[src/rtl/instr_loader_pkg.sv]
// Shared types and constants for the PIO instruction-memory loader.
package instr_loader_pkg;

    localparam int IMEM_DEPTH = 32;
    localparam int DEF_ADDR_W = 5;
    localparam int DEF_DATA_W = 16;
    localparam int MAX_LEN    = IMEM_DEPTH;

    typedef enum logic [2:0] {
        IDLE,
        HALT,
        WRITE,
        FLUSH,
        VERIFY
    } loaderState_t;

endpackage

[src/rtl/loader_checksum.sv]
// XOR accumulator used to fingerprint the words written and read back by the loader.
module loader_checksum
    import instr_loader_pkg::*;
#(
    parameter int DATA_W = DEF_DATA_W
) (
    input  logic              clk,
    input  logic              reset,
    input  logic              clear_i,
    input  logic              enable_i,
    input  logic [DATA_W-1:0] data_i,
    output logic [DATA_W-1:0] sum_o
);

    logic [DATA_W-1:0] sum_q;

    always_ff @(posedge clk) begin
        if (reset || clear_i) begin
            sum_q <= '0;
        end else if (enable_i) begin
            sum_q <= sum_q ^ data_i;
        end
    end

    assign sum_o = sum_q;

endmodule

[src/rtl/instr_mem_loader.sv]
// Program-load controller: halts the state machines and streams words into instruction memory.
// Define INSTR_LOADER_VERIFY_EN to add the checksum readback pass (VERIFY state).
module instr_mem_loader
    import instr_loader_pkg::*;
#(
    parameter int ADDR_W = DEF_ADDR_W,
    parameter int DATA_W = DEF_DATA_W
) (
    input  logic              clk,
    input  logic              reset,
    input  logic              cmd_valid,
    output logic              cmd_ready,
    input  logic [ADDR_W-1:0] cmd_start,
    input  logic [ADDR_W:0]   cmd_len,
    input  logic              data_valid,
    output logic              data_ready,
    input  logic [DATA_W-1:0] data_in,
    output logic [ADDR_W-1:0] mem_wr_addr,
    output logic [DATA_W-1:0] mem_wr_data,
    output logic              mem_wr_en,
    output logic [ADDR_W-1:0] mem_rd_addr,
    input  logic [DATA_W-1:0] mem_rd_data,
    output logic              sm_halt,
    output logic              done,
    output logic              error
);

    loaderState_t      state_q, state_d;
    logic [ADDR_W-1:0] addr_q;
    logic [ADDR_W:0]   remain_q;
    logic [ADDR_W-1:0] wrAddr_q;
    logic [DATA_W-1:0] wrData_q;
    logic              wrEn_q;
    logic              done_q;
    logic              error_q;

    logic cmdFire, dataFire, lenIllegal, lastWord, finish, lastRead, mismatch;

    assign cmdFire    = cmd_valid && cmd_ready;
    assign dataFire   = data_valid && data_ready;
    assign lenIllegal = (cmd_len == '0) || (int'(cmd_len) > MAX_LEN);
    assign lastWord   = dataFire && (remain_q == (ADDR_W+1)'(1));

`ifdef INSTR_LOADER_VERIFY_EN
    logic [ADDR_W-1:0] rdAddr_q;
    logic [ADDR_W:0]   rdCnt_q;
    logic [DATA_W-1:0] wrSum, rdSum;

    loader_checksum #(.DATA_W(DATA_W)) u_wrSum (
        .clk     (clk),
        .reset   (reset),
        .clear_i (cmdFire),
        .enable_i(dataFire),
        .data_i  (data_in),
        .sum_o   (wrSum)
    );

    loader_checksum #(.DATA_W(DATA_W)) u_rdSum (
        .clk     (clk),
        .reset   (reset),
        .clear_i (cmdFire),
        .enable_i(state_q == VERIFY),
        .data_i  (mem_rd_data),
        .sum_o   (rdSum)
    );

    // Readback pointer is armed at command accept and only moves during VERIFY
    always_ff @(posedge clk) begin
        if (reset) begin
            rdAddr_q <= '0;
            rdCnt_q  <= '0;
        end else if (cmdFire) begin
            rdAddr_q <= cmd_start;
            rdCnt_q  <= cmd_len;
        end else if (state_q == VERIFY) begin
            rdAddr_q <= rdAddr_q + 1'b1;
            rdCnt_q  <= rdCnt_q - 1'b1;
        end
    end

    assign mem_rd_addr = rdAddr_q;
    assign lastRead    = (state_q == VERIFY) && (rdCnt_q == (ADDR_W+1)'(1));
    // The final read word joins the sum in the same edge that reports the result
    assign mismatch    = wrSum != (rdSum ^ mem_rd_data);
    assign finish      = lastRead;
`else
    logic unusedRdData;
    assign unusedRdData = ^mem_rd_data;
    assign mem_rd_addr  = '0;
    assign lastRead     = 1'b0;
    assign mismatch     = 1'b0;
    assign finish       = (state_q == FLUSH);
`endif

    always_ff @(posedge clk) begin
        if (reset) begin
            state_q <= IDLE;
        end else begin
            state_q <= state_d;
        end
    end

    always_comb begin
        state_d = state_q;
        unique case (state_q)
            IDLE:    if (cmdFire && !lenIllegal) state_d = HALT;
            HALT:    state_d = WRITE;
            WRITE:   if (lastWord) state_d = FLUSH;
`ifdef INSTR_LOADER_VERIFY_EN
            FLUSH:   state_d = VERIFY;
            VERIFY:  if (lastRead) state_d = IDLE;
`else
            FLUSH:   state_d = IDLE;
`endif
            default: state_d = IDLE;
        endcase
    end

    always_comb begin
        cmd_ready  = (state_q == IDLE);
        data_ready = (state_q == WRITE);
        sm_halt    = (state_q != IDLE);
    end

    // An illegal length is accepted but answered immediately with done+error
    always_ff @(posedge clk) begin
        if (reset) begin
            addr_q   <= '0;
            remain_q <= '0;
            wrAddr_q <= '0;
            wrData_q <= '0;
            wrEn_q   <= 1'b0;
            done_q   <= 1'b0;
            error_q  <= 1'b0;
        end else begin
            wrEn_q <= dataFire;
            done_q <= 1'b0;
            if (cmdFire) begin
                addr_q   <= cmd_start;
                remain_q <= cmd_len;
                done_q   <= lenIllegal;
                error_q  <= lenIllegal;
            end
            if (dataFire) begin
                wrAddr_q <= addr_q;
                wrData_q <= data_in;
                addr_q   <= addr_q + 1'b1;
                remain_q <= remain_q - 1'b1;
            end
            if (finish) begin
                done_q  <= 1'b1;
                error_q <= mismatch;
            end
        end
    end

    assign mem_wr_addr = wrAddr_q;
    assign mem_wr_data = wrData_q;
    assign mem_wr_en   = wrEn_q;
    assign done        = done_q;
    assign error       = error_q;

endmodule

[config.mk]
export PLATFORM = sky130hd
export DESIGN_NAME = instr_mem_loader
export DESIGN_NICKNAME = d
export VERILOG_FILES = /design/src/rtl/instr_loader_pkg.sv /design/src/rtl/loader_checksum.sv /design/src/rtl/instr_mem_loader.sv
export SDC_FILE = /design/constraint.sdc
export NUM_CORES = 1
export LEC_CHECK = 0
export BUFFER_PORTS_ARGS = -buffer_cell sky130_fd_sc_hd__buf_2
export CAP_MARGIN = 10
export CORE_MARGIN = 2
export CORE_UTILIZATION = 45
export CTS_CLUSTER_DIAMETER = 50
export DETAILED_ROUTE_END_ITERATION = 7
export GPL_TIMING_DRIVEN = 0
export PLACE_DENSITY = 0.78
export RECOVER_POWER = 100
export SYNTH_ARGS = -nofsm -noshare
export SYNTH_HDL_FRONTEND = slang
export SYNTH_SLANG_ARGS = --single-unit
[constraint.sdc]
create_clock -name clk -period 5.45 [get_ports clk]
set_input_delay 1.635 -clock clk [delete_from_list [all_inputs] [get_ports clk]]
set_output_delay 1.635 -clock clk [all_outputs]
set_load 0.01 [all_outputs]
==> impl_metrics.yaml, run 1 <==
run_status:
  status: "finished clean"
timing:
  tightestPinTransition_ns: 0.618
  finalCriticalPeriod_ns: 2.98
  max_freq_ghz: 0.336
  rsz0062_at_grt: "false"
  slew_viol_final: 0
  period_share: 0.547
  relSlewSlack: 0.587
  fin_setup_tns_ns: 0
  fin_worst_skew_ns: 0.00573
  report.final.hold_viol_count: 0
  setup_viol: 0
yosys:
  yosys_warnings: 0
  synth_top_area_cell: "dfxtp_1"
  netlist_instances: 204
  yosys-top-cells-area: "dfxtp_1 (46%), nand2_1 (12%), a21oi_1 (8.3%)"
  syn-cell-area_sq_um: 1620
  synth_top_area_frac: 0.456
  synth.distinct_cells: 37
  synth_seq_area_share: 0.456
  synth.avg_cell_area_sq_um: 7.96
  synth-seq-cells: 37
critical_path:
  crit_top_cell: "inv_1"
  crit_path_end_kind: "output port"
  cp.required_ns: 3.82
  critPathMaxStageDelay_ns: 0.38
  worst-path-buf-inv: 3
  startpoint_type: "flop"
  cp_top_family: "flip-flops"
  slowest_stage: "dfxtp_1"
  crit_type: "flop to output port"
  r2r_start: "state_q[0]"
  crit_arrival_ns: 1.34
  crit_path_max_fanout: 7
  crit_chain: "inv_1 > ha_1 > inv_1 > clkbuf_1"
  startpoint: "state_q[0]"
drt:
  drtIter0Drc: 78
  routed_wl_um: 3750
  drc: 0
  first_pass_iters: 5
  vias_per_cell: 5.03
  vias: 1593
  ant_nets: 0
  routedWlPerCell_um: 11.8
die:
  dieArea_sq_um: 4110
  initial_core_util: 0.479
  ios: 79
  rows: 21
  die_width_um: 64.1
  core_sq_um: 3390
  die_y_um: 64.1
placed_design:
  dpl-instance-area_sq_um: 1980
  gp_congestion: 0.815
  hpwl_um: 2780
  portBuffers: 56
clock_tree:
  cts_root_buf: "clkbuf_4"
  cts_resized: 0
  worstSkewPairLatency_ns: 0.34
  postCtsSetupRepairBufs: 0
  cts_buffers: 5
  cts_tree: "done"
  cts.path.max_buffers: 2
  clk_pin_slew_ns: 0.11
  cts_num_sinks: 37
  htree_levels: 2
  cts_hold_buffers: 0
grt:
  grt_pass1_wl_um: 6510
  globalRouteOverflowTotal: 0
  grtUsageTotal: 0.200
  antenna_found_initial: 0
  grt_pass1_vias: 1498
  top_usage_layer: "met2"
  met1_usage: 0.240
  met3_usage: 0.0651
  grtUsageMet2: 0.332
  grt_start_max_net_pins: 12
pwr:
  power.density_nw_per_um2: 383
  p_leak_uw: 0.000777
  max-vdd-ir-drop_v: 0.000166
finish:
  antenna_cells: 0
  fin_area_sq_um: 2010
  utilization: 0.593
  drive_gt1_frac: 0.162
  area_growth_pct: 23.8
  nNetsFinal: 324
min_path:
  min_from: "mem_wr_data[0]"
  hp-class: "flop to flop"
flow_run:
  maxCapViolations: 0
[registers in the layout, indices dropped and copies added (netlist names)]
name         count
error            1
done             1
mem_wr_addr      5
state_q          2
mem_wr_en        1
addr_q           5
remain_q         6
mem_wr_data     16
[layout make-up]
class / instances / area [sq um]
fill: 332 / 1380
multi-input combinational: 148 / 790
inverter: 7 / 26.3
clock buffer: 5 / 37.5
tap: 46 / 57.6
buffer: 16 / 78.8
sequential: 37 / 741
timing repair buffer: 56 / 245
clock inverter: 2 / 35.0
[worst paths after layout]
check | end | slack [ns] | cells after the start
worst min-delay path | mem_wr_data[0] | 0.46 | 2
worst max register to register | remain_q[5] | 3.34 | 8
worst min register to register | mem_wr_data[0] | 0.46 | 2
worst max-delay path | sm_halt | 2.47 | 4
[per-stage QoR]
step | cells | setup slack, ns | hold slack (ns) | power, uW
final | 317 | 2.47 | 0.459 | 770
after floorplan | 208 | 2.41 | 0.440 | 519
after global placement | 310 | 2.26 | 0.439 | 597
after CTS | 317 | 2.49 | 0.460 | 781
after global routing | 317 | 2.40 | 0.483 | 823
after detailed placement | 310 | 2.24 | 0.444 | 602
[power breakdown]
group	leakage, uW	total [uW]	internal [uW]	switching (uW)
Clock	0.0000410	181	93.4	87.4
Sequential	0.000301	342	309	32.5
Combinational	0.000436	247	98.3	149
[worst min-delay path, cell delays in order, from the launching register on]
cell and delay (ns):
dfxtp_1 0.32, nand2_1 0.05, a21oi_1 0.05
[placed cells by master, fill, tap and decap left out, types with 2 or more instances in the layout]
cell type	instances
nand2_1	53
clkbuf_1	39
dfxtp_1	37
buf_2	28
a21oi_1	27
nor2_1	13
inv_1	7
o21ai_0	6
ha_1	6
buf_4	5
conb_1	5
clkbuf_4	5
a221oi_1	4
nand3_1	3
nor3_1	3
and2_0	2
or2_2	2
nor4_1	2
a211oi_1	2
or4_1	2
[cell usage after synthesis]
| cell type | number |
|---|---|
| conb_1 | 1 |
| o221a_1 | 1 |
| a22o_1 | 1 |
| a32oi_1 | 1 |
| o211ai_1 | 1 |
| inv_1 | 7 |
| nor3_1 | 3 |
| dfxtp_1 | 37 |
| or4_4 | 1 |
| a221oi_1 | 4 |
| or3_1 | 1 |
| nor3b_1 | 1 |
| o2111a_2 | 1 |
| ha_1 | 6 |
| nand4_1 | 1 |
| o21a_1 | 1 |
| or4b_2 | 1 |
| o21ai_0 | 6 |
| o311ai_0 | 1 |
| and2_1 | 2 |
| a211oi_1 | 2 |
| or4_1 | 1 |
| clkbuf_1 | 11 |
| nand3b_1 | 1 |
| a31oi_1 | 1 |
| a222oi_1 | 1 |
| nor4_1 | 2 |
| mux2i_1 | 1 |
| a21oi_1 | 27 |
| nand3_1 | 3 |
| and3_1 | 1 |
| and2_0 | 1 |
| or2_2 | 2 |
| a311oi_1 | 1 |
| nor2_1 | 13 |
| buf_4 | 5 |
| nand2_1 | 53 |
[logic make-up after synthesis]
logic type | Yosys count | share of synthesized area
AOI/OAI and AO/OA | 49 | 0.188
other | 1 | 0.00231
buffers and inverters | 23 | 0.0647
adders and majority gates | 6 | 0.0462
and+or+nand+nor | 87 | 0.237
DFF | 37 | 0.456
muxes | 1 | 0.00616
[metal layers]
metal  routed length, um  share of wire
met3                 274          0.073
met2                1780           0.47
met1                1660           0.44
met4                  40          0.011
met5                   0              0
No activity file was read; power rests on OpenSTA's default activity.
==> run 2: changes to the inputs <==
--- a/config.mk
+++ b/config.mk
@@ -5,14 +5,15 @@
 export SDC_FILE = /design/constraint.sdc
 export NUM_CORES = 1
 export LEC_CHECK = 0
+export ABC_AREA = 1
 export BUFFER_PORTS_ARGS = -buffer_cell sky130_fd_sc_hd__buf_2
 export CAP_MARGIN = 10
 export CORE_MARGIN = 2
-export CORE_UTILIZATION = 45
+export CORE_UTILIZATION = 42
 export CTS_CLUSTER_DIAMETER = 50
 export DETAILED_ROUTE_END_ITERATION = 7
 export GPL_TIMING_DRIVEN = 0
-export PLACE_DENSITY = 0.78
+export PLACE_DENSITY = 0.76
 export RECOVER_POWER = 100
 export SYNTH_ARGS = -nofsm -noshare
 export SYNTH_HDL_FRONTEND = slang
==> constraint.sdc (replaced) <==
create_clock -name clk -period 2.6 [get_ports clk]
set_input_delay 0.78 -clock clk [delete_from_list [all_inputs] [get_ports clk]]
set_output_delay 0.78 -clock clk [all_outputs]
set_load 0.01 [all_outputs]
==> impl_metrics.yaml, run 2 <==
run_status:
  status: "finished clean"
yosys:
  synth_top_area_cell: "dfxtp_1"
  yosys_warnings: 0
  async_flop_share: 0
  synth.distinct_cells: 31
  synth_seq_area_share: 0.427
  synth_most_common_cell: "nor2_1"
  ys.flop_type: "dfxtp_1"
  synth_common_cells: "nor2_1 (51), dfxtp_1 (37), nand2_1 (30)"
  synth-seq-cells: 37
  synth-edff-count: 0
  yosys-top-cells-area: "dfxtp_1 (43%), nor2_1 (11%), nand2_1 (6.5%)"
  synth.avg_cell_area_sq_um: 7.64
  syn-cell-area_sq_um: 1740
  netlist_instances: 227
  synth_top_area_frac: 0.427
timing:
  setup_viol: 0
  fin_worst_skew_ns: 0.00389
  relSlewSlack: 0.612
  hold_ws_ns: 0.467
  max_freq_ghz: 0.490
  period_share: 0.784
  rsz0062_at_grt: "false"
  finalCriticalPeriod_ns: 2.04
  report.final.hold_viol_count: 0
  tightestPinTransition_ns: 0.582
  slew_viol_final: 0
  fin_setup_tns_ns: 0
die:
  rows: 23
  dieArea_sq_um: 4660
  die_width_um: 68.3
  initial_core_util: 0.434
  ios: 79
  die_y_um: 68.3
  core_sq_um: 4000
pwr:
  switching_share: 0.385
  switchingPower_uw: 737
  power.density_nw_per_um2: 906
  p_clk_frac: 0.221
  p_total_uw: 1910
  power_frac_seq: 0.408
  p_int_uw: 1180
  max-vdd-ir-drop_v: 0.000624
  p_leak_uw: 0.000969
  combinationalPowerShare: 0.371
grt:
  grt_start_max_net_pins: 13
  grt_pass1_wl_um: 5710
  grtUsageTotal: 0.164
  grt_pass1_vias: 1313
  globalRouteOverflowTotal: 0
  antenna_found_initial: 0
drt:
  drtIter0Drc: 37
  ant_nets: 0
  vias_per_cell: 4.71
  routed_wl_um: 3870
  vias: 1631
  drc: 0
  routedWlPerCell_um: 11.2
  first_pass_iters: 4
finish:
  mostFrequentLayoutCell: "nor2_1"
  fill_cells: 412
  largest_reg_flops: 16
  drive_gt1_frac: 0.169
  final_cell_mix: "nor2_1 (51), dfxtp_1 (37), clkbuf_1 (36), nand2_1 (34), buf_2 (30)"
  nNetsFinal: 348
  area_growth_pct: 21.7
  antenna_cells: 0
  final_cells: 346
placed_design:
  hpwl_um: 2930
  gp_congestion: 0.777
  dpl.cell_count: 338
  portBuffers: 57
clock_tree:
  cts_num_sinks: 37
  cts_resized: 0
  postCtsSetupRepairBufs: 0
  worstSkewPairLatency_ns: 0.28
  cts_hold_buffers: 0
  cts_buffers: 5
  clk_pin_slew_ns: 0.08
  cts_tree: "done"
  htree_levels: 2
  cts_root_buf: "clkbuf_8"
  cts.path.max_buffers: 2
critical_path:
  cp.required_ns: 2.81
  startpoint: "state_q[0]"
  crit_type: "flop to flop"
  crit_path_end_kind: "flop"
  startpoint_type: "flop"
  crit_path_max_fanout: 10
  r2r_start: "state_q[0]"
  crit_arrival_ns: 2.25
flow_run:
  maxCapViolations: 0
min_path:
  hp-class: "flop to flop"
  min_from: "mem_wr_addr[0]"
==> run 2: cell types whose count changed in the layout (fill, tap and decap cells not counted), sizes merged, moves of 3 or more <==
cell    previous run  this run
nand3              3         9
inv                7        24
and2               3         0
nor2              13        52
a221oi             4         1
a21oi             27         7
o221ai             0         4
nand2             53        34
o21ai              6        24
==> run 2: cell type report <==
class / instances / area [sq um] / share of cell area
Buffer: 14 / 71.3 / 0.0338
Clock buffer: 6 / 82.6 / 0.0391
Clock inverter: 2 / 13.8 / 0.00652
Inverter: 24 / 90.1 / 0.0427
Multi-Input combinational cell: 156 / 800 / 0.379
Sequential cell: 37 / 741 / 0.351
Tap cell: 50 / 62.6 / 0.0296
Timing Repair Buffer: 57 / 251 / 0.119
==> run 2: power by group through the flow <==
stage | logic, uW | registers (uW) | clock network (uW)
after floorplan | 527 | 814 | 0
after global placement | 760 | 784 | 0
after detailed placement | 776 | 789 | 0
after CTS | 785 | 778 | 429
after global routing | 815 | 795 | 452
final | 710 | 779 | 423
==> run 2: cell families (layout without fill, tap and decap cells) <==
family	after synthesis	in the layout	share of synthesized area
AOI/OAI and AO/OA	44	44	0.164
and+or+nand+nor	100	100	0.252
other	1	5	0.00216
DFF	37	37	0.427
xor gates and xnor gates	1	1	0.00505
adders and majority gates	6	6	0.0433
buffers and inverters	38	103	0.107
==> run 2: through the flow <==
| step | util | area (sq um) | setup WS, ns |
|---|---|---|---|
| 6_report | 0.528 | 2110 | 0.561 |
| 5_1_grt | 0.528 | 2110 | 0.335 |
| 3_5_place_dp | 0.525 | 2100 | 0.709 |
| 4_1_cts | 0.549 | 2190 | 0.632 |
| 2_1_floorplan | - | 1750 | 1.05 |
| 3_3_place_gp | 0.525 | 2100 | 0.714 |
==> run 2: worst max-delay path, cell delays in order (launching register included) <==
cell and delay (ns):
dfxtp_1 0.34, inv_1 0.08, ha_1 0.24, nand2_1 0.11, clkbuf_1 0.40, nand2_1 0.33, inv_1 0.23, nand2_1 0.08
a31oi_1 0.16
==> run 2: final timing paths <==
path / endpoint / slack (ns) / cells after the start
worst max-delay path: remain_q[3] / 0.56 / 8
worst min-delay path: mem_wr_addr[0] / 0.47 / 2
worst max register to register: remain_q[3] / 0.56 / 8
worst min register to register: mem_wr_addr[0] / 0.47 / 2
==> run 2: routing by layer <==
metal	GRT usage	wire [um]	vias to the layer above
met5	0	0	-
met4	0.0475	29	0
met3	0.0428	319	6
met2	0.274	1770	62
met1	0.206	1750	706
li1	-	-	857
==> run 3: changes to the inputs <==
--- a/config.mk
+++ b/config.mk
@@ -9,11 +9,11 @@
 export BUFFER_PORTS_ARGS = -buffer_cell sky130_fd_sc_hd__buf_2
 export CAP_MARGIN = 10
 export CORE_MARGIN = 2
-export CORE_UTILIZATION = 42
+export CORE_UTILIZATION = 45
 export CTS_CLUSTER_DIAMETER = 50
 export DETAILED_ROUTE_END_ITERATION = 7
 export GPL_TIMING_DRIVEN = 0
-export PLACE_DENSITY = 0.76
+export PLACE_DENSITY = 0.77
 export RECOVER_POWER = 100
 export SYNTH_ARGS = -nofsm -noshare
 export SYNTH_HDL_FRONTEND = slang
==> constraint.sdc (replaced) <==
create_clock -name clk -period 2.1 [get_ports clk]
set_input_delay 0.63 -clock clk [delete_from_list [all_inputs] [get_ports clk]]
set_output_delay 0.63 -clock clk [all_outputs]
set_load 0.01 [all_outputs]
==> impl_metrics.yaml, run 3 (synthesis gave the netlist of run 2 again) <==
clock_tree:
  cts_root_buf: "clkbuf_8"
  cts_num_sinks: 37
  cts_hold_buffers: 0
  htree_levels: 2
  clk_pin_slew_ns: 0.07
  cts_tree: "done"
  cts_buffers: 5
  cts_resized: 0
  cts.path.max_buffers: 2
  worstSkewPairLatency_ns: 0.29
  postCtsSetupRepairBufs: 0
critical_path:
  worstSetupEndpoint: "sm_halt"
  timing.rr.end: "addr_q[4]"
  crit_path_end_kind: "output port"
  crit_type: "flop to output port"
  reg2reg_slack_ns: 0.35
  crit_arrival_ns: 1.16
  startpoint_type: "flop"
  r2r_cells: 7
  r2r_start: "state_q[0]"
  critPathMaxStageDelay_ns: 0.34
  cp.required_ns: 1.47
  slowest_stage: "dfxtp_1"
  startpoint: "state_q[0]"
  crit_top_cell: "inv_1"
  crit_chain: "inv_1 > ha_1 > inv_1 > clkbuf_1"
  crit_path_max_fanout: 5
grt:
  grtUsageTotal: 0.189
  grt_pass1_vias: 1453
  globalRouteOverflowTotal: 0
  grt_start_max_net_pins: 13
  antenna_found_initial: 0
  grt_pass1_wl_um: 6270
timing:
  fin_setup_tns_ns: 0
  worst_slack_ns: 0.312
  report.final.hold_viol_count: 0
  setup_viol: 0
  fin_worst_skew_ns: 0.00425
  period_share: 0.851
  max_freq_ghz: 0.559
  slew_viol_final: 0
  relSlewSlack: 0.644
  finalCriticalPeriod_ns: 1.79
  rsz0062_at_grt: "false"
  tightestPinTransition_ns: 0.534
drt:
  ant_nets: 0
  vias_per_cell: 4.73
  drc: 0
  first_pass_iters: 4
  drtIter0Drc: 81
  routedWlPerCell_um: 11.0
  vias: 1628
  routed_wl_um: 3790
finish:
  largest_reg_flops: 16
  fin_area_sq_um: 2130
  final_cell_mix: "nor2_1 (51), dfxtp_1 (37), nand2_1 (34), clkbuf_1 (33), buf_2 (30)"
  utilization: 0.577
  area_growth_pct: 22.6
  mostFrequentLayoutCell: "nor2_1"
  drive_gt1_frac: 0.186
  nNetsFinal: 348
  antenna_cells: 0
  final_cells: 344
placed_design:
  portBuffers: 57
  gp_congestion: 0.765
  hpwl_um: 2900
  dpl-instance-area_sq_um: 2100
  dpl.cell_count: 336
  pre_cts_ws_ns: 0.350
pwr:
  p_clk_frac: 0.220
  switching_share: 0.381
  combinationalPowerShare: 0.373
  p_int_uw: 1470
  p_leak_uw: 0.000980
  power.density_nw_per_um2: 1110
  power_frac_seq: 0.407
  switchingPower_uw: 902
  max-vdd-ir-drop_v: 0.000563
die:
  die_width_um: 66.1
  ios: 79
  dieArea_sq_um: 4370
  initial_core_util: 0.470
  rows: 22
  core_sq_um: 3690
  die_y_um: 66.1
min_path:
  hp-class: "flop to flop"
flow_run:
  maxCapViolations: 0
run_status:
  status: "finished clean"
## run 3: how the worst min path moves through the flow
stage / end / startpoint / cells after the start
after floorplan: addr_q[4] / addr_q[4] / 1
after global placement: mem_wr_addr[0] / mem_wr_addr[0] / 2
after detailed placement: mem_wr_addr[0] / mem_wr_addr[0] / 2
final: mem_wr_addr[0] / mem_wr_addr[0] / 2
after global routing: addr_q[4] / addr_q[4] / 1
after CTS: mem_wr_addr[0] / mem_wr_addr[0] / 2
## run 3: layout make-up
cell class	instances	area [sq um]
well taps	48	60.1
inverters	24	90.1
flip-flops and latches	37	741
plain buffers	14	83.8
repair buffers	57	251
clock inverters	2	13.8
multi-input cells	156	805
clock buffers	6	82.6
fillers	392	1560
## run 3: per-stage QoR
step,power [uW],hold slack (ns)
floorplan,1660,0.451
global placement,1910,0.456
finish,2370,0.472
detailed placement,1940,0.464
CTS,2460,0.475
global route,2570,0.506
## run 3: routing by layer
metal | up-vias | global-route usage | share of wire
met5 | - | 0 | 0
met3 | 4 | 0.0681 | 0.076
met1 | 718 | 0.228 | 0.44
met2 | 47 | 0.315 | 0.47
li1 | 859 | - | -
met4 | 0 | 0.0536 | 0.010
## run 3: critical path, delay by kind of cell, from the launching register on
family	cells	cell delay (ns)
adder cells (fa/ha/maj)	1	0.25
buffers and inverters	3	0.27
flip-flops	1	0.34
## run 3: power groups by stage
stage	combinational (uW)	sequential (uW)	clock, uW
after floorplan	652	1010	0
after global placement	941	970	0
after detailed placement	958	978	0
after CTS	961	962	534
after global routing	1010	987	574
final	883	963	521
